### config.mk
export PLATFORM = sky130hd
export DESIGN_NAME = kvadd_example_job_scheduler_flat
export DESIGN_NICKNAME = d
export VERILOG_FILES = /design/src/rtl/kvadd_example_job_scheduler_if.sv /design/src/rtl/kvadd_example_job_scheduler.sv /design/src/flat_wrapper.sv
export SDC_FILE = /design/constraint.sdc
export NUM_CORES = 1
export LEC_CHECK = 0
export CAP_MARGIN = 20
export CORE_MARGIN = 2
export CORE_UTILIZATION = 52
export DETAILED_ROUTE_END_ITERATION = 7
export MAX_ROUTING_LAYER = met4
export PLACE_DENSITY = 0.71
export SKIP_CTS_REPAIR_TIMING = 1
export SYNTH_ARGS = -nofsm -noshare
export SYNTH_HDL_FRONTEND = slang
export SYNTH_SLANG_ARGS = --single-unit
### constraint.sdc
create_clock -name aclk -period 8.6 [get_ports aclk]
set_input_delay 0.86 -clock aclk [delete_from_list [all_inputs] [get_ports aclk]]
set_output_delay 0.86 -clock aclk [all_outputs]
set_load 0.1 [all_outputs]
### src/rtl/kvadd_example_job_scheduler_if.sv
// Job scheduler bus bundle: descriptor input, datapath control, completion output.
// The master modport is the scheduler side; slave is the host/datapath side.
// Optional macro KVADD_SCHED_PERF_CNT_EN adds m_cmp_cycles.
interface kvadd_example_job_scheduler_if #(
  parameter int C_M_AXI_ADDR_WIDTH = 64,
  parameter int C_XFER_SIZE_WIDTH  = 32,
  parameter int C_ADDER_BIT_WIDTH  = 32,
  parameter int C_ID_WIDTH         = 8
);
  logic                          s_job_valid;
  logic                          s_job_ready;
  logic [C_M_AXI_ADDR_WIDTH-1:0] s_job_addr;
  logic [C_XFER_SIZE_WIDTH-1:0]  s_job_size;
  logic [C_ADDER_BIT_WIDTH-1:0]  s_job_constant;
  logic [C_ID_WIDTH-1:0]         s_job_id;

  logic                          dp_ap_start;
  logic                          dp_ap_done;
  logic [C_M_AXI_ADDR_WIDTH-1:0] dp_addr_offset;
  logic [C_XFER_SIZE_WIDTH-1:0]  dp_xfer_size_in_bytes;
  logic [C_ADDER_BIT_WIDTH-1:0]  dp_constant;

  logic                          m_cmp_valid;
  logic                          m_cmp_ready;
  logic [C_ID_WIDTH-1:0]         m_cmp_id;
  logic                          m_cmp_error;
`ifdef KVADD_SCHED_PERF_CNT_EN
  logic [31:0]                   m_cmp_cycles;
`endif

  logic                          busy;

  modport master (
    input  s_job_valid, s_job_addr, s_job_size, s_job_constant, s_job_id,
    input  dp_ap_done, m_cmp_ready,
    output s_job_ready,
    output dp_ap_start, dp_addr_offset, dp_xfer_size_in_bytes, dp_constant,
    output m_cmp_valid, m_cmp_id, m_cmp_error,
`ifdef KVADD_SCHED_PERF_CNT_EN
    output m_cmp_cycles,
`endif
    output busy
  );

  modport slave (
    output s_job_valid, s_job_addr, s_job_size, s_job_constant, s_job_id,
    output dp_ap_done, m_cmp_ready,
    input  s_job_ready,
    input  dp_ap_start, dp_addr_offset, dp_xfer_size_in_bytes, dp_constant,
    input  m_cmp_valid, m_cmp_id, m_cmp_error,
`ifdef KVADD_SCHED_PERF_CNT_EN
    input  m_cmp_cycles,
`endif
    input  busy
  );
endinterface

### src/rtl/kvadd_example_job_scheduler.sv
// Job scheduler for the vadd datapath: queues descriptors, splits each job into
// chunks of at most C_MAX_CHUNK_BYTES, runs one ap_start/ap_done per chunk and
// returns one completion record (id, error) per job.
// Optional macro KVADD_SCHED_PERF_CNT_EN adds a per-job cycle counter on m_cmp_cycles.
//
// state     | meaning
// ----------+------------------------------------------------------------
// ST_IDLE   | waiting for a descriptor; pops the FIFO head into work regs
// ST_LOAD   | validates size, computes next chunk, drives dp_* fields
// ST_START  | one-cycle dp_ap_start pulse
// ST_WAIT   | waiting for dp_ap_done; advances addr/remaining
// ST_REPORT | completion record held until m_cmp_ready
module kvadd_example_job_scheduler #(
  parameter int C_M_AXI_ADDR_WIDTH = 64,
  parameter int C_M_AXI_DATA_WIDTH = 512,
  parameter int C_XFER_SIZE_WIDTH  = 32,
  parameter int C_ADDER_BIT_WIDTH  = 32,
  parameter int C_ID_WIDTH         = 8,
  parameter int C_QUEUE_DEPTH      = 4,
  parameter int C_MAX_CHUNK_BYTES  = 65536
) (
  input  logic aclk,
  input  logic areset,
  kvadd_example_job_scheduler_if.master bus
);

  localparam int BUS_BYTES  = C_M_AXI_DATA_WIDTH / 8;
  localparam int ALIGN_BITS = $clog2(BUS_BYTES);
  localparam int PTR_W      = $clog2(C_QUEUE_DEPTH);
  localparam int CNT_W      = PTR_W + 1;
  localparam logic [C_XFER_SIZE_WIDTH-1:0] MAX_CHUNK = C_XFER_SIZE_WIDTH'(C_MAX_CHUNK_BYTES);
  localparam logic [CNT_W-1:0] DEPTH_CNT = CNT_W'(C_QUEUE_DEPTH);

  typedef enum logic [2:0] {
    ST_IDLE,
    ST_LOAD,
    ST_START,
    ST_WAIT,
    ST_REPORT
  } state_t;

  state_t state, state_next;

  // descriptor FIFO
  logic [C_M_AXI_ADDR_WIDTH-1:0] q_addr  [C_QUEUE_DEPTH];
  logic [C_XFER_SIZE_WIDTH-1:0]  q_size  [C_QUEUE_DEPTH];
  logic [C_ADDER_BIT_WIDTH-1:0]  q_const [C_QUEUE_DEPTH];
  logic [C_ID_WIDTH-1:0]         q_id    [C_QUEUE_DEPTH];
  logic [PTR_W-1:0]              wr_ptr, rd_ptr;
  logic [CNT_W-1:0]              count, count_next;
  logic                          job_ready;
  logic                          push, pop, fifo_empty;

  // working registers for the job in flight
  logic [C_M_AXI_ADDR_WIDTH-1:0] addr_q;
  logic [C_XFER_SIZE_WIDTH-1:0]  rem_q;
  logic [C_ADDER_BIT_WIDTH-1:0]  const_q;
  logic [C_ID_WIDTH-1:0]         id_q;
  logic                          err_q;
  logic [C_XFER_SIZE_WIDTH-1:0]  chunk_q;
  logic [C_M_AXI_ADDR_WIDTH-1:0] dp_addr_q;
  logic [C_ADDER_BIT_WIDTH-1:0]  dp_const_q;

  logic [C_XFER_SIZE_WIDTH-1:0]  chunk_sel;
  logic                          size_bad, last_chunk;
  logic                          load_chunk, load_err, chunk_done, cmp_accept;

  assign push       = bus.s_job_valid & job_ready;
  assign fifo_empty = (count == '0);

  // Pointer wrap is implicit: depth is a power of two and pointers are log2(depth) wide.
  // Occupancy bookkeeping; simultaneous push and pop leaves the count unchanged.
  always_comb begin
    count_next = count;
    case ({push, pop})
      2'b10:   count_next = count + CNT_W'(1);
      2'b01:   count_next = count - CNT_W'(1);
      default: count_next = count;
    endcase
  end

  // FIFO pointers, count and registered ready (ready reflects next-cycle fullness)
  always_ff @(posedge aclk or posedge areset) begin
    if (areset) begin
      wr_ptr    <= '0;
      rd_ptr    <= '0;
      count     <= '0;
      job_ready <= 1'b1;
    end else begin
      if (push) wr_ptr <= wr_ptr + PTR_W'(1);
      if (pop)  rd_ptr <= rd_ptr + PTR_W'(1);
      count     <= count_next;
      job_ready <= (count_next != DEPTH_CNT);
    end
  end

  // FIFO storage; contents are don't-care until written so no reset is needed
  always_ff @(posedge aclk) begin
    if (push) begin
      q_addr[wr_ptr]  <= bus.s_job_addr;
      q_size[wr_ptr]  <= bus.s_job_size;
      q_const[wr_ptr] <= bus.s_job_constant;
      q_id[wr_ptr]    <= bus.s_job_id;
    end
  end

  // rem_q holds the original size on the first LOAD; later LOADs only see
  // aligned non-zero remainders, so this check only ever fires for a new job.
  assign size_bad   = (rem_q == '0) || (rem_q[ALIGN_BITS-1:0] != '0);
  assign chunk_sel  = (rem_q > MAX_CHUNK) ? MAX_CHUNK : rem_q;
  assign last_chunk = (rem_q == chunk_q);

  // state register
  always_ff @(posedge aclk or posedge areset) begin
    if (areset) state <= ST_IDLE;
    else        state <= state_next;
  end

  // next-state and control strobes
  always_comb begin
    state_next = state;
    pop        = 1'b0;
    load_chunk = 1'b0;
    load_err   = 1'b0;
    chunk_done = 1'b0;
    cmp_accept = 1'b0;
    case (state)
      ST_IDLE: begin
        if (!fifo_empty) begin
          pop        = 1'b1;
          state_next = ST_LOAD;
        end
      end
      ST_LOAD: begin
        if (size_bad) begin
          load_err   = 1'b1;
          state_next = ST_REPORT;
        end else begin
          load_chunk = 1'b1;
          state_next = ST_START;
        end
      end
      ST_START: state_next = ST_WAIT;
      ST_WAIT: begin
        if (bus.dp_ap_done) begin
          chunk_done = 1'b1;
          state_next = last_chunk ? ST_REPORT : ST_LOAD;
        end
      end
      ST_REPORT: begin
        if (bus.m_cmp_ready) begin
          cmp_accept = 1'b1;
          state_next = ST_IDLE;
        end
      end
      default: state_next = ST_IDLE;
    endcase
  end

  // working registers and the held datapath command fields
  always_ff @(posedge aclk or posedge areset) begin
    if (areset) begin
      addr_q     <= '0;
      rem_q      <= '0;
      const_q    <= '0;
      id_q       <= '0;
      err_q      <= 1'b0;
      chunk_q    <= '0;
      dp_addr_q  <= '0;
      dp_const_q <= '0;
    end else begin
      if (pop) begin
        addr_q  <= q_addr[rd_ptr];
        rem_q   <= q_size[rd_ptr];
        const_q <= q_const[rd_ptr];
        id_q    <= q_id[rd_ptr];
        err_q   <= 1'b0;
      end
      if (load_err) err_q <= 1'b1;
      if (load_chunk) begin
        chunk_q    <= chunk_sel;
        dp_addr_q  <= addr_q;
        dp_const_q <= const_q;
      end
      if (chunk_done) begin
        addr_q <= addr_q + C_M_AXI_ADDR_WIDTH'(chunk_q);
        rem_q  <= rem_q - chunk_q;
      end
      if (cmp_accept) err_q <= 1'b0;
    end
  end

`ifdef KVADD_SCHED_PERF_CNT_EN
  logic [31:0] cycles_q;

  // cycles spent in LOAD/START/WAIT for the current job; a job rejected in LOAD reads 0
  always_ff @(posedge aclk or posedge areset) begin
    if (areset) begin
      cycles_q <= '0;
    end else if (pop) begin
      cycles_q <= '0;
    end else if ((state == ST_LOAD && !size_bad) || state == ST_START || state == ST_WAIT) begin
      if (cycles_q != 32'hFFFF_FFFF) cycles_q <= cycles_q + 32'd1;
    end
  end

  assign bus.m_cmp_cycles = cycles_q;
`endif

  assign bus.s_job_ready           = job_ready;
  assign bus.dp_ap_start           = (state == ST_START);
  assign bus.dp_addr_offset        = dp_addr_q;
  assign bus.dp_xfer_size_in_bytes = chunk_q;
  assign bus.dp_constant           = dp_const_q;
  assign bus.m_cmp_valid           = (state == ST_REPORT);
  assign bus.m_cmp_id              = id_q;
  assign bus.m_cmp_error           = err_q;
  assign bus.busy                  = !fifo_empty || (state != ST_IDLE);

endmodule
### src/flat_wrapper.sv
// flat-port wrapper written by rule: the top's interface ports become plain ports
module kvadd_example_job_scheduler_flat 
#(
  parameter int C_M_AXI_ADDR_WIDTH = 64,
  parameter int C_M_AXI_DATA_WIDTH = 512,
  parameter int C_XFER_SIZE_WIDTH  = 32,
  parameter int C_ADDER_BIT_WIDTH  = 32,
  parameter int C_ID_WIDTH         = 8,
  parameter int C_QUEUE_DEPTH      = 4,
  parameter int C_MAX_CHUNK_BYTES  = 65536
)
  (aclk, areset, bus_s_job_valid, bus_s_job_addr, bus_s_job_size, bus_s_job_constant, bus_s_job_id, bus_dp_ap_done, bus_m_cmp_ready, bus_s_job_ready, bus_dp_ap_start, bus_dp_addr_offset, bus_dp_xfer_size_in_bytes, bus_dp_constant, bus_m_cmp_valid, bus_m_cmp_id, bus_m_cmp_error, bus_busy);
  kvadd_example_job_scheduler_if #(.C_M_AXI_ADDR_WIDTH(C_M_AXI_ADDR_WIDTH), .C_XFER_SIZE_WIDTH(C_XFER_SIZE_WIDTH), .C_ADDER_BIT_WIDTH(C_ADDER_BIT_WIDTH), .C_ID_WIDTH(C_ID_WIDTH)) bus_i ();
  input  logic aclk;
  input  logic areset;
  input wire logic [$bits(bus_i.s_job_valid)-1:0] bus_s_job_valid;
  input wire logic [$bits(bus_i.s_job_addr)-1:0] bus_s_job_addr;
  input wire logic [$bits(bus_i.s_job_size)-1:0] bus_s_job_size;
  input wire logic [$bits(bus_i.s_job_constant)-1:0] bus_s_job_constant;
  input wire logic [$bits(bus_i.s_job_id)-1:0] bus_s_job_id;
  input wire logic [$bits(bus_i.dp_ap_done)-1:0] bus_dp_ap_done;
  input wire logic [$bits(bus_i.m_cmp_ready)-1:0] bus_m_cmp_ready;
  output wire logic [$bits(bus_i.s_job_ready)-1:0] bus_s_job_ready;
  output wire logic [$bits(bus_i.dp_ap_start)-1:0] bus_dp_ap_start;
  output wire logic [$bits(bus_i.dp_addr_offset)-1:0] bus_dp_addr_offset;
  output wire logic [$bits(bus_i.dp_xfer_size_in_bytes)-1:0] bus_dp_xfer_size_in_bytes;
  output wire logic [$bits(bus_i.dp_constant)-1:0] bus_dp_constant;
  output wire logic [$bits(bus_i.m_cmp_valid)-1:0] bus_m_cmp_valid;
  output wire logic [$bits(bus_i.m_cmp_id)-1:0] bus_m_cmp_id;
  output wire logic [$bits(bus_i.m_cmp_error)-1:0] bus_m_cmp_error;
  output wire logic [$bits(bus_i.busy)-1:0] bus_busy;
  assign bus_i.s_job_valid = bus_s_job_valid;
  assign bus_i.s_job_addr = bus_s_job_addr;
  assign bus_i.s_job_size = bus_s_job_size;
  assign bus_i.s_job_constant = bus_s_job_constant;
  assign bus_i.s_job_id = bus_s_job_id;
  assign bus_i.dp_ap_done = bus_dp_ap_done;
  assign bus_i.m_cmp_ready = bus_m_cmp_ready;
  assign bus_s_job_ready = bus_i.s_job_ready;
  assign bus_dp_ap_start = bus_i.dp_ap_start;
  assign bus_dp_addr_offset = bus_i.dp_addr_offset;
  assign bus_dp_xfer_size_in_bytes = bus_i.dp_xfer_size_in_bytes;
  assign bus_dp_constant = bus_i.dp_constant;
  assign bus_m_cmp_valid = bus_i.m_cmp_valid;
  assign bus_m_cmp_id = bus_i.m_cmp_id;
  assign bus_m_cmp_error = bus_i.m_cmp_error;
  assign bus_busy = bus_i.busy;
  kvadd_example_job_scheduler #(.C_M_AXI_ADDR_WIDTH(C_M_AXI_ADDR_WIDTH), .C_M_AXI_DATA_WIDTH(C_M_AXI_DATA_WIDTH), .C_XFER_SIZE_WIDTH(C_XFER_SIZE_WIDTH), .C_ADDER_BIT_WIDTH(C_ADDER_BIT_WIDTH), .C_ID_WIDTH(C_ID_WIDTH), .C_QUEUE_DEPTH(C_QUEUE_DEPTH), .C_MAX_CHUNK_BYTES(C_MAX_CHUNK_BYTES)) u_core (.aclk(aclk), .areset(areset), .bus(bus_i));
endmodule
======== After elaboration in Yosys (flattened, before gate mapping) ========
Memory sizes are Yosys's and may differ from the RTL's. A register that Yosys moved wholly into a read port is not among the register bits.
Cells that the tools add are included.
operators by class
  order comparisons ....................... 1
  add/subtract/negate cells ............... 6
  mux-type cells .......................... 27
  equal/unequal tests ..................... 11
  multiply operators ...................... 0
  div/mod/pow operators ................... 0
  reductions and logical operators ........ 11
  shifts and indexed selects .............. 0
  bitwise operators ....................... 1
operator list
  operator                                                          number
  2-to-1 mux 64 bit                                                 2
  2-to-1 mux 32 bit                                                 3
  adder 64 x 32 -> 64 bit                                           1
  equality test 32 bit                                              1
  greater-than comparator 32 x 17 -> 1 bit (second input constant)  1
  logical NOT 32 bit                                                1
  subtractor 32 bit                                                 1
  2-to-1 mux 1 bit                                                  15
  2-to-1 mux 3 bit                                                  5
  one-hot mux 3 bit (5 select lines)                                1
  equality test 3 x 2 -> 1 bit (second input constant)              2
  logical NOT 3 bit                                                 2
  inequality test 2 bit (second input constant)                     3
  one-hot mux 3 bit (2 select lines)                                1
  nonzero test 3 bit                                                2
  nonzero test 6 bit                                                1
  adder 2 x 1 -> 2 bit (second input constant)                      2
  adder 3 x 1 -> 3 bit (second input constant)                      1
  equality test 3 x 1 -> 1 bit (second input constant)              1
  equality test 3 bit (second input constant)                       1
  inequality test 3 bit (second input constant)                     1
  AND reduction 3 bit                                               1
  subtractor 3 x 1 -> 3 bit (second input constant)                 1
  equality test 2 x 1 -> 1 bit (second input constant)              1
  other kinds (5)                                                   6
storage, ports and cells
  bits in registers ....................... 236
  word-level logic and storage cells ...... 72
  output and inout bits ................... 141
  latch bits .............................. 0
  RAM bits ................................ 544
  input port bits ......................... 141
  bits in read-only memories .............. 0
  memories kept ........................... 4
memories
  name            depth  width  read ports  clocked after memory_dff  write ports  line                               source
  u_core.q_addr   4      64     1           0                         1            kvadd_example_job_scheduler.sv:45  logic [C_M_AXI_ADDR_WIDTH-1:0] q_addr [C_QUEUE_DEPTH];
  u_core.q_const  4      32     1           1                         1            kvadd_example_job_scheduler.sv:47  logic [C_ADDER_BIT_WIDTH-1:0] q_const [C_QUEUE_DEPTH];
  u_core.q_size   4      32     1           0                         1            kvadd_example_job_scheduler.sv:46  logic [C_XFER_SIZE_WIDTH-1:0] q_size [C_QUEUE_DEPTH];
  u_core.q_id     4      8      1           1                         1            kvadd_example_job_scheduler.sv:48  logic [C_ID_WIDTH-1:0] q_id [C_QUEUE_DEPTH];

======== Longest topological paths before layout ========
Gate-level depths: netlist of run 1.
  depth in word-level cells ............... 6
  depth in mapped cells ................... 14
  gate-level depth less buffers ........... 13

======== Worst setup path before layout of run 1 ========
Ideal clock, no wire load.
  path kind ............................... register to register
  from .................................... register u_core.job_ready (netlist: u_core.bus.s_job_ready)
  to ...................................... memory u_core.q_addr[0][0], enable pin
  arrival ................................. 4.135 ns
  path slack .............................. 3.953 ns
  cell stages (with the launch flop) ...... 2
  clock period less this slack ............ 4.647 ns
  buffers on the path ..................... 0
  data required time ...................... 8.088 ns
  cells stage by stage .................... dfstp_2 and3_1
between the ends
  longest elaborated chain between the ends .. 3
ends and longest elaborated chain
  what                                    line                                source
  start, declared                         kvadd_example_job_scheduler.sv:51   logic job_ready;
  start signal, assigned                  kvadd_example_job_scheduler.sv:93   job_ready <= (count_next != DEPTH_CNT);
  AND 1 bit                               kvadd_example_job_scheduler.sv:68   assign push = bus.s_job_valid & job_ready;
  2-to-1 mux 1 bit                        kvadd_example_job_scheduler.sv:99   if (push) begin
  2-to-1 mux 1 bit (not written as such)  kvadd_example_job_scheduler.sv:100  q_addr[wr_ptr] <= bus.s_job_addr;
  end, declared                           kvadd_example_job_scheduler.sv:45
No other way between the ends.

======== Final worst setup path of run 1 ========
  from .................................... register u_core.state[0]
  to ...................................... output bus_m_cmp_valid
between the ends
  longest elaborated chain between the ends .. 1
ends and longest elaborated chain
  what                    line                                source
  start, declared         kvadd_example_job_scheduler.sv:42   state_t state, state_next;
  start signal, assigned  kvadd_example_job_scheduler.sv:116  else state <= state_next;
  equality test 3 bit     kvadd_example_job_scheduler.sv:215  assign bus.m_cmp_valid = (state == ST_REPORT);
  end, declared           flat_wrapper.sv:28                  output wire logic [$bits(bus_i.m_cmp_valid)-1:0] bus_m_cmp_valid;
No other way between the ends.

==> reports/metrics.csv, run 1 <==
metric;value;unit
Routed Antenna Nets;0;
antenna violations before repair;19;
H-tree Lvls;3;
synth-to-layout area growth;18.9;%
Fin. Hold Viols;0;
Synth Area in Simple Gates;9.29;%
FF-to-FF setup slack;4.79;ns
setup TNS;0;ns
worst endpoint required time;7.74;ns
First-pass DRT Iterations;5;
crit end category;primary output;
status;completed;
min-delay src;u_core.const_q[12];
critical path's slowest cell;clkdlybuf4s50_1;
Placed Area;37900;sq um
detailed-route via count;21391;
cell area power density;385;nW/um^2
chip height;261;um
Clock Skew;0.0330;ns
Final nets;2911;
pin count of the biggest net entering global routing;104;
number of global-route vias before repair;21400;
area share of the largest cell type after synthesis;47.7;%
worst r2r dst;u_core.bus.s_job_ready;
clk slew on worst S/H paths;0.06;ns
main flop type after synthesis;edfxtp_1;
Final Slew Violations;0;
CTS Buffer Depth;3;
XOR/XNOR Fraction of Synth Area;1.74;%
Clk Tree Root Cell;clkbuf_16;
Syn Area/Cell;14.2;sq um
Final min period;4.17;ns
Cell variety after synth;80;
RSZ-0062 raised after global routing;no;
Mapped Cells;2417;
P_leak;0.0154;uW
Least-Margin Pin Slew;1.13;ns
post-synthesis mux area share;9.19;%
CTS tree;built;
Final WS setup;4.43;ns
worst skew pair latency;0.63;ns
post-synthesis sequential area ratio;67.9;%
Hold Path End;u_core.bus.dp_constant[12];
Boundary Pins;282;
EDFF count, synth;544;
routed wire length;86000;um
max_slew headroom;24.3;%
Max-Cap Viols;0;
CP Launch Type;flop;
Compound-Gate Fraction of Synth Area;7.24;%
Synth area leaders;edfxtp_1 48%, dfrtp_1 20%, mux4_2 9.0%;
DIE AREA;67900;sq um
Place WS;4.82;ns
hold depth;2;
clock buffer count from CTS;82;
WP data arrival;3.31;ns
maximum VDD drop;0.374;mV
port buffer count;281;
final setup fails;0;
GP Congestion;0.886;
grt ovf;0;
die width;261;um
Critical Path Fanout Max;10;
worst reg-to-reg path cell count;10;
mapped cell area;34200;sq um
final critical-path share of the clock period;48.5;%
Async SR Flop Fraction;33.7;%
critical path's largest stage delay;1.29;ns
placeable core area;65500;sq um
vias per cell;5.87;
Synth area leader;edfxtp_1;
Iter 0 DRT Violations;2101;
Final HPWL DP;56100;um
layout cells sized above 1;11.7;%
synthesized flop and latch total;820;
crit path cell chain;nor3b_1 -> clkdlybuf4s50_1;
Synth Area in Adders;2.66;%
worst r2r src;u_core.state[0];
Worst Hold Class;reg2reg;
WS Path Type;reg2out;
syn nets;2629;
f_max;240;MHz
total track usage;26.2;%
Avg WL per Cell;23.6;um
# fillers;4784;
Sinks on Clock Net;820;
residual DRC count;0;
standard-cell row count;94;
largest family of logic cells by synthesized area;simple AND/OR/NAND/NOR gates;
first-pass GRT wire length;129000;um
Initial Util;52.2;%
synthesis warning total;0;
Final Cell Area;40700;sq um
[routing by layer]
| layer | share of wire, % | up-vias | routed length (um) | global-route usage (%) |
|---|---|---|---|---|
| li1 | - | 9568 | - | - |
| met1 | 43 | 10889 | 36700 | 36.3 |
| met2 | 47 | 789 | 40600 | 39.2 |
| met3 | 7.4 | 145 | 6350 | 5.51 |
| met4 | 2.7 | 0 | 2330 | 8.79 |
| met5 | 0 | - | 0 | - |
[flip-flops by register name, summed over array words and instances (netlist names), 64 cells and up]
name                       count
u_core.bus.dp_addr_offset     64
u_core.q_const               128
u_core.q_addr                256
u_core.addr_q                 64
u_core.q_size                128
[layout by cell type (no fill, tap or decap), types with 6 or more instances in the layout]
cell,instances
a21o_1,29
a21oi_1,131
a311oi_1,7
a31oi_1,12
and2_1,7
and3_1,12
buf_4,22
bufinv_16,7
clkbuf_1,26
clkbuf_16,84
clkbuf_8,6
clkdlybuf4s50_1,281
clkinv_1,6
clkinv_2,12
dfrtp_1,273
diode_2,17
edfxtp_1,544
ha_1,68
inv_1,58
mux2i_1,7
mux4_2,136
nand2_1,507
nand3_1,24
nand4_1,22
nor2_1,103
nor3_1,20
nor4_1,8
o21a_1,6
o21ai_0,77
o21ai_1,7
o21bai_1,12
o22ai_1,55
or3_1,11
xnor2_1,37
xor2_1,31
[critical path, delay by kind of cell (launching register included)]
family	cells	cell delay, ns
buf+inv	1	1.29
flops	1	0.51
simple gates	1	0.87
[report_power, final]
part           switching [uW]  internal (uW)  total (uW)
clock network            1500           2070        3580
logic                    4070           2060        6130
registers                 668           5310        5970
total                    6240           9440       15700
[final cells by class]
cell class | instances | area [sq um] | share of cell area, %
inverters | 60 | 233 | 0.572
flip-flops and latches | 820 | 23300 | 57.1
repair buffers | 306 | 3040 | 7.47
well taps | 864 | 1080 | 2.66
clock buffers | 116 | 2280 | 5.61
multi-input cells | 1429 | 10400 | 25.5
clock inverters | 35 | 404 | 0.993
diodes | 17 | 42.5 | 0.105
[synth_stat cells, types with 4 or more instances]
| cell type | count |
|---|---|
| a211oi_1 | 5 |
| a21o_1 | 29 |
| a21oi_1 | 131 |
| a311oi_1 | 7 |
| a31oi_1 | 12 |
| and2_1 | 7 |
| and3_1 | 16 |
| buf_1 | 16 |
| buf_2 | 17 |
| clkbuf_1 | 73 |
| dfrtp_1 | 275 |
| edfxtp_1 | 544 |
| ha_1 | 68 |
| inv_1 | 60 |
| mux2i_1 | 7 |
| mux4_2 | 136 |
| nand2_1 | 509 |
| nand2b_1 | 5 |
| nand3_1 | 25 |
| nand4_1 | 22 |
| nor2_1 | 104 |
| nor2b_1 | 4 |
| nor3_1 | 21 |
| nor4_1 | 8 |
| o211ai_1 | 4 |
| o21a_1 | 6 |
| o21ai_0 | 77 |
| o21ai_1 | 7 |
| o21bai_1 | 12 |
| o22ai_1 | 55 |
| o32ai_1 | 4 |
| or3_1 | 11 |
| xnor2_1 | 37 |
| xor2_1 | 31 |
[logic make-up (layout without fill, tap and decap cells)]
kind of cell / Yosys count / count (layout)
compound gates: 394 / 394
xor+xnor: 68 / 68
fa+ha+maj: 71 / 71
buf+inv: 168 / 517
flops: 820 / 820
mux: 144 / 144
other cells: 0 / 17
simple gates: 752 / 752
[worst max-delay path by stage]
stage / end / start / slack, ns
final: bus_m_cmp_valid / u_core.state[0] / 4.43
after global routing: bus_m_cmp_valid / u_core.state[0] / 4.39
after CTS: bus_m_cmp_valid / u_core.state[0] / 4.44
after detailed placement: u_core.bus.s_job_ready / u_core.state[0] / 4.82
after global placement: u_core.bus.s_job_ready / u_core.state[0] / 4.88
after floorplan: u_core.addr_q[0] / areset / 0.13
[stage by stage]
stage          util, %  power (uW)  hold slack (ns)  cells
6_report          62.1       15700            0.475   3647
5_1_grt           62.1       16400            0.493   3647
4_1_cts           62.0       15700            0.469   3629
3_5_place_dp      57.9       12100            0.461   3478
3_3_place_gp      57.9       12000            0.450   3477
2_1_floorplan        -       10400            0.439   2417
Note: power is estimated with default switching activity, not from simulation.
==> run 2, diff against run 1 <==
==> constraint.sdc (replaced) <==
create_clock -name aclk -period 3.45 [get_ports aclk]
set_input_delay 0.345 -clock aclk [delete_from_list [all_inputs] [get_ports aclk]]
set_output_delay 0.345 -clock aclk [all_outputs]
set_load 0.1 [all_outputs]
==> run 2 against run 1 <==
Compared with the run above:
- design area rose by 1.4%
- die area did not move
- register-to-register slack got worse by 4.7 ns
- non-clock buffer count rose by 21
- clock skew fell by 0.013 ns
- critical path depth rose by 9
- sequential share of layout area fell by 0.77 points
- largest cell class unchanged
==> reports/metrics.csv, run 2 (synthesized netlist as in run 1, its figures left out) <==
metric;value;unit
Avg WL per Cell;23.2;um
final critical-path share of the clock period;96.8;%
Max-Cap Viols;0;
residual DRC count;0;
die width;261;um
max_slew headroom;24.2;%
Initial Util;52.2;%
worst reg-to-reg path cell count;11;
final setup fails;0;
Sinks on Clock Net;820;
worst r2r dst;u_core.addr_q[54];
WP data arrival;3.82;ns
Boundary Pins;282;
H-tree Lvls;3;
DIE AREA;67900;sq um
port buffer count;281;
Fin. Hold Viols;0;
Worst Hold Class;in2async;
cell area power density;966;nW/um^2
layout cells sized above 1;12.9;%
CTS tree;built;
maximum VDD drop;0.823;mV
routed wire length;85000;um
clock buffer count from CTS;84;
detailed-route via count;21272;
Final Cell Area;41200;sq um
synth-to-layout area growth;20.5;%
total track usage;26.2;%
Final min period;3.34;ns
Critical Path Fanout Max;13;
Final Slew Violations;0;
first-pass GRT wire length;131000;um
Biggest register;u_core.q_addr;
Hold Slack;0.232;ns
crit end category;flop;
Routed Antenna Nets;0;
Final HPWL DP;56500;um
CP Launch Type;flop;
Largest regs;u_core.q_addr x256, u_core.q_const x128, u_core.q_size x128;
grt ovf;0;
Tot Pwr;39900;uW
P_leak;0.0156;uW
f_max;299;MHz
Clock Skew;0.0196;ns
chip height;261;um
status;completed;
placeable core area;65500;sq um
GP Congestion;0.925;
standard-cell row count;94;
worst r2r src;u_core.addr_q[0];
fin cells;3671;
CTS Buffer Depth;3;
Least-Margin Pin Slew;1.13;ns
most frequent cells in the layout;544 x edfxtp_1, 507 x nand2_1, 273 x dfrtp_1;
Final nets;2934;
pin count of the biggest net entering global routing;88;
commonest non-fill, non-tap cell in the layout;edfxtp_1;
FF-to-FF setup slack;0.11;ns
Placed Area;38300;sq um
number of global-route vias before repair;21753;
clk slew on worst S/H paths;0.06;ns
worst skew pair latency;0.63;ns
placed cells;3500;
worst endpoint required time;3.93;ns
First-pass DRT Iterations;5;
RSZ-0062 raised after global routing;no;
vias per cell;5.79;
max reg flops;256;
WS Path Type;reg2reg;
Iter 0 DRT Violations;2060;
Clk Tree Root Cell;clkbuf_16;
antenna violations before repair;14;
==> run 2: final cells by class <==
cell class	instances	area [sq um]
Sequential cell	820	23300
Inverter	60	229
Multi-Input combinational cell	1429	10400
Clock inverter	38	503
Antenna cell	13	32.5
Tap cell	864	1080
Fill cell	4782	24300
Clock buffer	120	2390
Timing Repair Buffer	327	3400
==> run 2: how the worst max path moves through the flow <==
stage                                         from           endpoint  slack [ns]  depth (start not counted)
2_1_floorplan                               areset   u_core.addr_q[0]       -0.55                          1
3_3_place_gp   u_core.bus.dp_xfer_size_in_bytes[0]  u_core.addr_q[54]        0.15                         11
3_5_place_dp                      u_core.addr_q[0]  u_core.addr_q[54]         0.1                         11
4_1_cts                           u_core.addr_q[0]  u_core.addr_q[54]        0.07                         11
5_1_grt                           u_core.addr_q[0]  u_core.addr_q[54]      0.0003                         11
6_report                          u_core.addr_q[0]  u_core.addr_q[54]        0.11                         11
==> run 2: worst max-delay path, stage by stage (launching register included) <==
cell      delay (ns)
dfrtp_1         0.41
ha_1            0.23
fa_1            0.42
a21oi_1         0.22
o21ai_1         0.19
a211o_1         0.42
and4_4          0.22
a211oi_4        0.31
o21ai_4         0.20
and3_4          0.24
a211oi_1        0.25
a311oi_2        0.08
==> run 2: per-stage QoR <==
step | TNS (ns) | util (%) | worst slack, ns
2_1_floorplan | -150.03 | - | -0.546
3_3_place_gp | 0 | 58.5 | 0.151
3_5_place_dp | 0 | 58.5 | 0.0968
4_1_cts | 0 | 62.9 | 0.0738
5_1_grt | 0 | 63.0 | 0.000284
6_report | 0 | 63.0 | 0.110
==> run 2: power by group <==
group          internal, uW  switching, uW  leakage, uW
registers             13200           1570      0.00846
clock network          5680           3770      0.00139
logic                  5380          10300      0.00578
==> run 2: per-layer routing <==
layer / wire [um] / vias up / track usage [%]
met5: 0 / - / -
li1: - / 9642 / -
met4: 1420 / 0 / 6.54
met1: 36800 / 10898 / 36.0
met2: 40400 / 620 / 39.8
met3: 6370 / 112 / 6.36
==> run 3, diff against run 2 <==
--- a/config.mk
+++ b/config.mk
@@ -5,12 +5,13 @@
 export SDC_FILE = /design/constraint.sdc
 export NUM_CORES = 1
 export LEC_CHECK = 0
+export ABC_AREA = 1
 export CAP_MARGIN = 20
 export CORE_MARGIN = 2
-export CORE_UTILIZATION = 52
+export CORE_UTILIZATION = 53
 export DETAILED_ROUTE_END_ITERATION = 7
 export MAX_ROUTING_LAYER = met4
-export PLACE_DENSITY = 0.71
+export PLACE_DENSITY = 0.72
 export SKIP_CTS_REPAIR_TIMING = 1
 export SYNTH_ARGS = -nofsm -noshare
 export SYNTH_HDL_FRONTEND = slang
==> run 3 against run 2 <==
Compared with the run above:
- critical path depth decreased by 8
- synthesized area increased by 8.3%
- critical endpoint is now bus_busy
- utilization increased by 1.3 points
- non-clock buffer count increased by 25
- hold slack got worse by 0.054 ns
- first-iteration DRC count increased by 34%
- clock-buffer cell count decreased by 11
- design area increased by 7.4%
==> reports/metrics.csv, run 3 <==
metric;value;unit
syn nets;3970;
synthesis warning total;0;
grt ovf;0;
number of global-route vias before repair;26566;
Initial Util;53.7;%
register share of total power;34.9;%
clk slew on worst S/H paths;0.06;ns
Critical Path Fanout Max;3;
FF-to-FF setup slack;0.74;ns
Async SR Flop Fraction;33.7;%
Final HPWL DP;74000;um
CP Launch Type;flop;
First-pass DRT Iterations;6;
CTS Buffer Depth;3;
Placed Area;41100;sq um
final setup fails;0;
worst r2r src;u_core.bus.dp_xfer_size_in_bytes[0];
crit end category;primary output;
layout cells sized above 1;6.64;%
WS Path Type;reg2out;
Iter 0 DRT Violations;2764;
placed cells;4883;
Max-Cap Viols;0;
port buffer count;281;
most frequent cells in the layout;705 x nand2_1, 544 x edfxtp_1, 519 x nor2_1;
Synth area leaders;edfxtp_1 44%, dfrtp_1 19%, nand2_1 7.2%;
Hold Slack;0.178;ns
total track usage;30.2;%
standard-cell row count;96;
maximum VDD drop;0.539;mV
max_slew headroom;24.1;%
die width;268;um
Least-Margin Pin Slew;1.14;ns
chip height;268;um
max reg flops;256;
synth cell count leaders;707 x nand2_1, 544 x edfxtp_1, 523 x nor2_1, 410 x o21ai_0, 384 x inv_1;
Worst Hold Class;in2async;
detailed-route via count;28287;
# fillers;5508;
f_max;341;MHz
Cell variety after synth;48;
Routed Antenna Nets;0;
RSZ-0062 raised after global routing;no;
Sinks on Clock Net;820;
worst r2r dst;u_core.addr_q[36];
Final Cell Area;44300;sq um
worst endpoint required time;3.11;ns
Gate power share;41.2;%
vias per cell;5.59;
Fin. Hold Viols;0;
Synth area leader;edfxtp_1;
post-synthesis sequential area ratio;62.7;%
GP Congestion;1.02;
Clock Skew;0.0244;ns
placeable core area;68900;sq um
EDFF count, synth;544;
Worst setup startpoint;u_core.count[1];
cell area power density;944;nW/um^2
main flop type after synthesis;edfxtp_1;
Clk Tree Root Cell;clkbuf_16;
CTS tree;built;
P_leak;0.0177;uW
synth-to-layout area growth;19.6;%
synthesized flop and latch total;820;
first-pass GRT wire length;159000;um
total internal power;24000;uW
worst reg-to-reg path cell count;15;
Largest regs;u_core.q_addr x256, u_core.q_const x128, u_core.q_size x128;
fin cells;5058;
Avg WL per Cell;20.9;um
net switching power;17800;uW
H-tree Lvls;3;
residual DRC count;0;
status;completed;
pin count of the biggest net entering global routing;107;
Final min period;2.94;ns
mapped cell area;37100;sq um
fin util;64.3;%
WP data arrival;2.59;ns
Mapped Cells;3758;
worst skew pair latency;0.65;ns
Biggest register;u_core.q_addr;
Final Slew Violations;0;
setup TNS;0;ns
commonest non-fill, non-tap cell in the layout;nand2_1;
DIE AREA;72000;sq um
top-count cell post-synth;nand2_1;
routed wire length;106000;um
final critical-path share of the clock period;85.1;%
Syn Area/Cell;9.86;sq um
Boundary Pins;282;
clock buffer count from CTS;84;
antenna violations before repair;16;
Switching Fraction;42.7;%
Final nets;4250;
Clock power frac;23.9;%
area share of the largest cell type after synthesis;44.1;%
run 3: cell count changes after synthesis, moves of 28 or more:
cell and delta:
mux4_2 -136, o21ai_0 +333, inv_1 +324, xnor2_1 -35, o22ai_1 +75, buf_2 +39
o21ai_1 +64, nand3_1 +123, nor2_1 +419, a21o_1 -28, nand2_1 +198
run 3: stage by stage:
step	power (uW)	worst slack [ns]
floorplan	26000	-0.546
global placement	31600	0.807
detailed placement	31800	0.789
CTS	41800	0.435
global route	44000	0.395
finish	41800	0.514
run 3: kinds of logic after synthesis:
family / Yosys count / synth area share, %
AO/OA/AOI/OAI: 823 / 12.1
XOR/XNOR: 11 / 0.260
adder cells (fa/ha/maj): 71 / 2.46
buffers and inverters: 547 / 6.06
flip-flops: 820 / 62.7
AND/OR/NAND/NOR: 1486 / 16.4
run 3: worst max-delay path, cell delays in order, from the launching register on:
cell	delay (ns)
dfrtp_1	0.40
nor3_2	0.33
nand2_1	0.21
clkdlybuf4s50_1	1.02
run 3: cell type report:
| class | instances | area [sq um] | share of cell area, % |
|---|---|---|---|
| Sequential cell | 820 | 23300 | 52.5 |
| Clock buffer | 109 | 2350 | 5.30 |
| Antenna cell | 18 | 45.0 | 0.102 |
| Inverter | 389 | 1470 | 3.32 |
| Multi-Input combinational cell | 2391 | 11600 | 26.2 |
| Clock inverter | 48 | 762 | 1.72 |
| Timing Repair Buffer | 352 | 3650 | 8.24 |
| Tap cell | 931 | 1160 | 2.63 |
run 3: per-layer routing:
layer  global-route usage [%]  vias up  wire, um
met2                     46.3     1059     49000
li1                         -    13427         -
met3                     5.69      172      8490
met4                     8.68        0      2950
met1                     41.6    13629     45400
met5                        -        -         0
run 3: worst max path at each step:
stage | endpoint | cells after the start
6_report | bus_busy | 3
3_3_place_gp | u_core.addr_q[52] | 15
4_1_cts | bus_busy | 3
3_5_place_dp | u_core.addr_q[36] | 15
5_1_grt | bus_busy | 3
2_1_floorplan | u_core.addr_q[0] | 1
run 3: power groups by stage:
| stage | combinational, uW | clock [uW] | sequential (uW) |
|---|---|---|---|
| floorplan | 8680 | 0 | 17300 |
| global placement | 16900 | 0 | 14700 |
| global route | 18700 | 10500 | 14800 |
| CTS | 17200 | 10100 | 14600 |
| finish | 17200 | 9970 | 14600 |
| detailed placement | 17100 | 0 | 14700 |
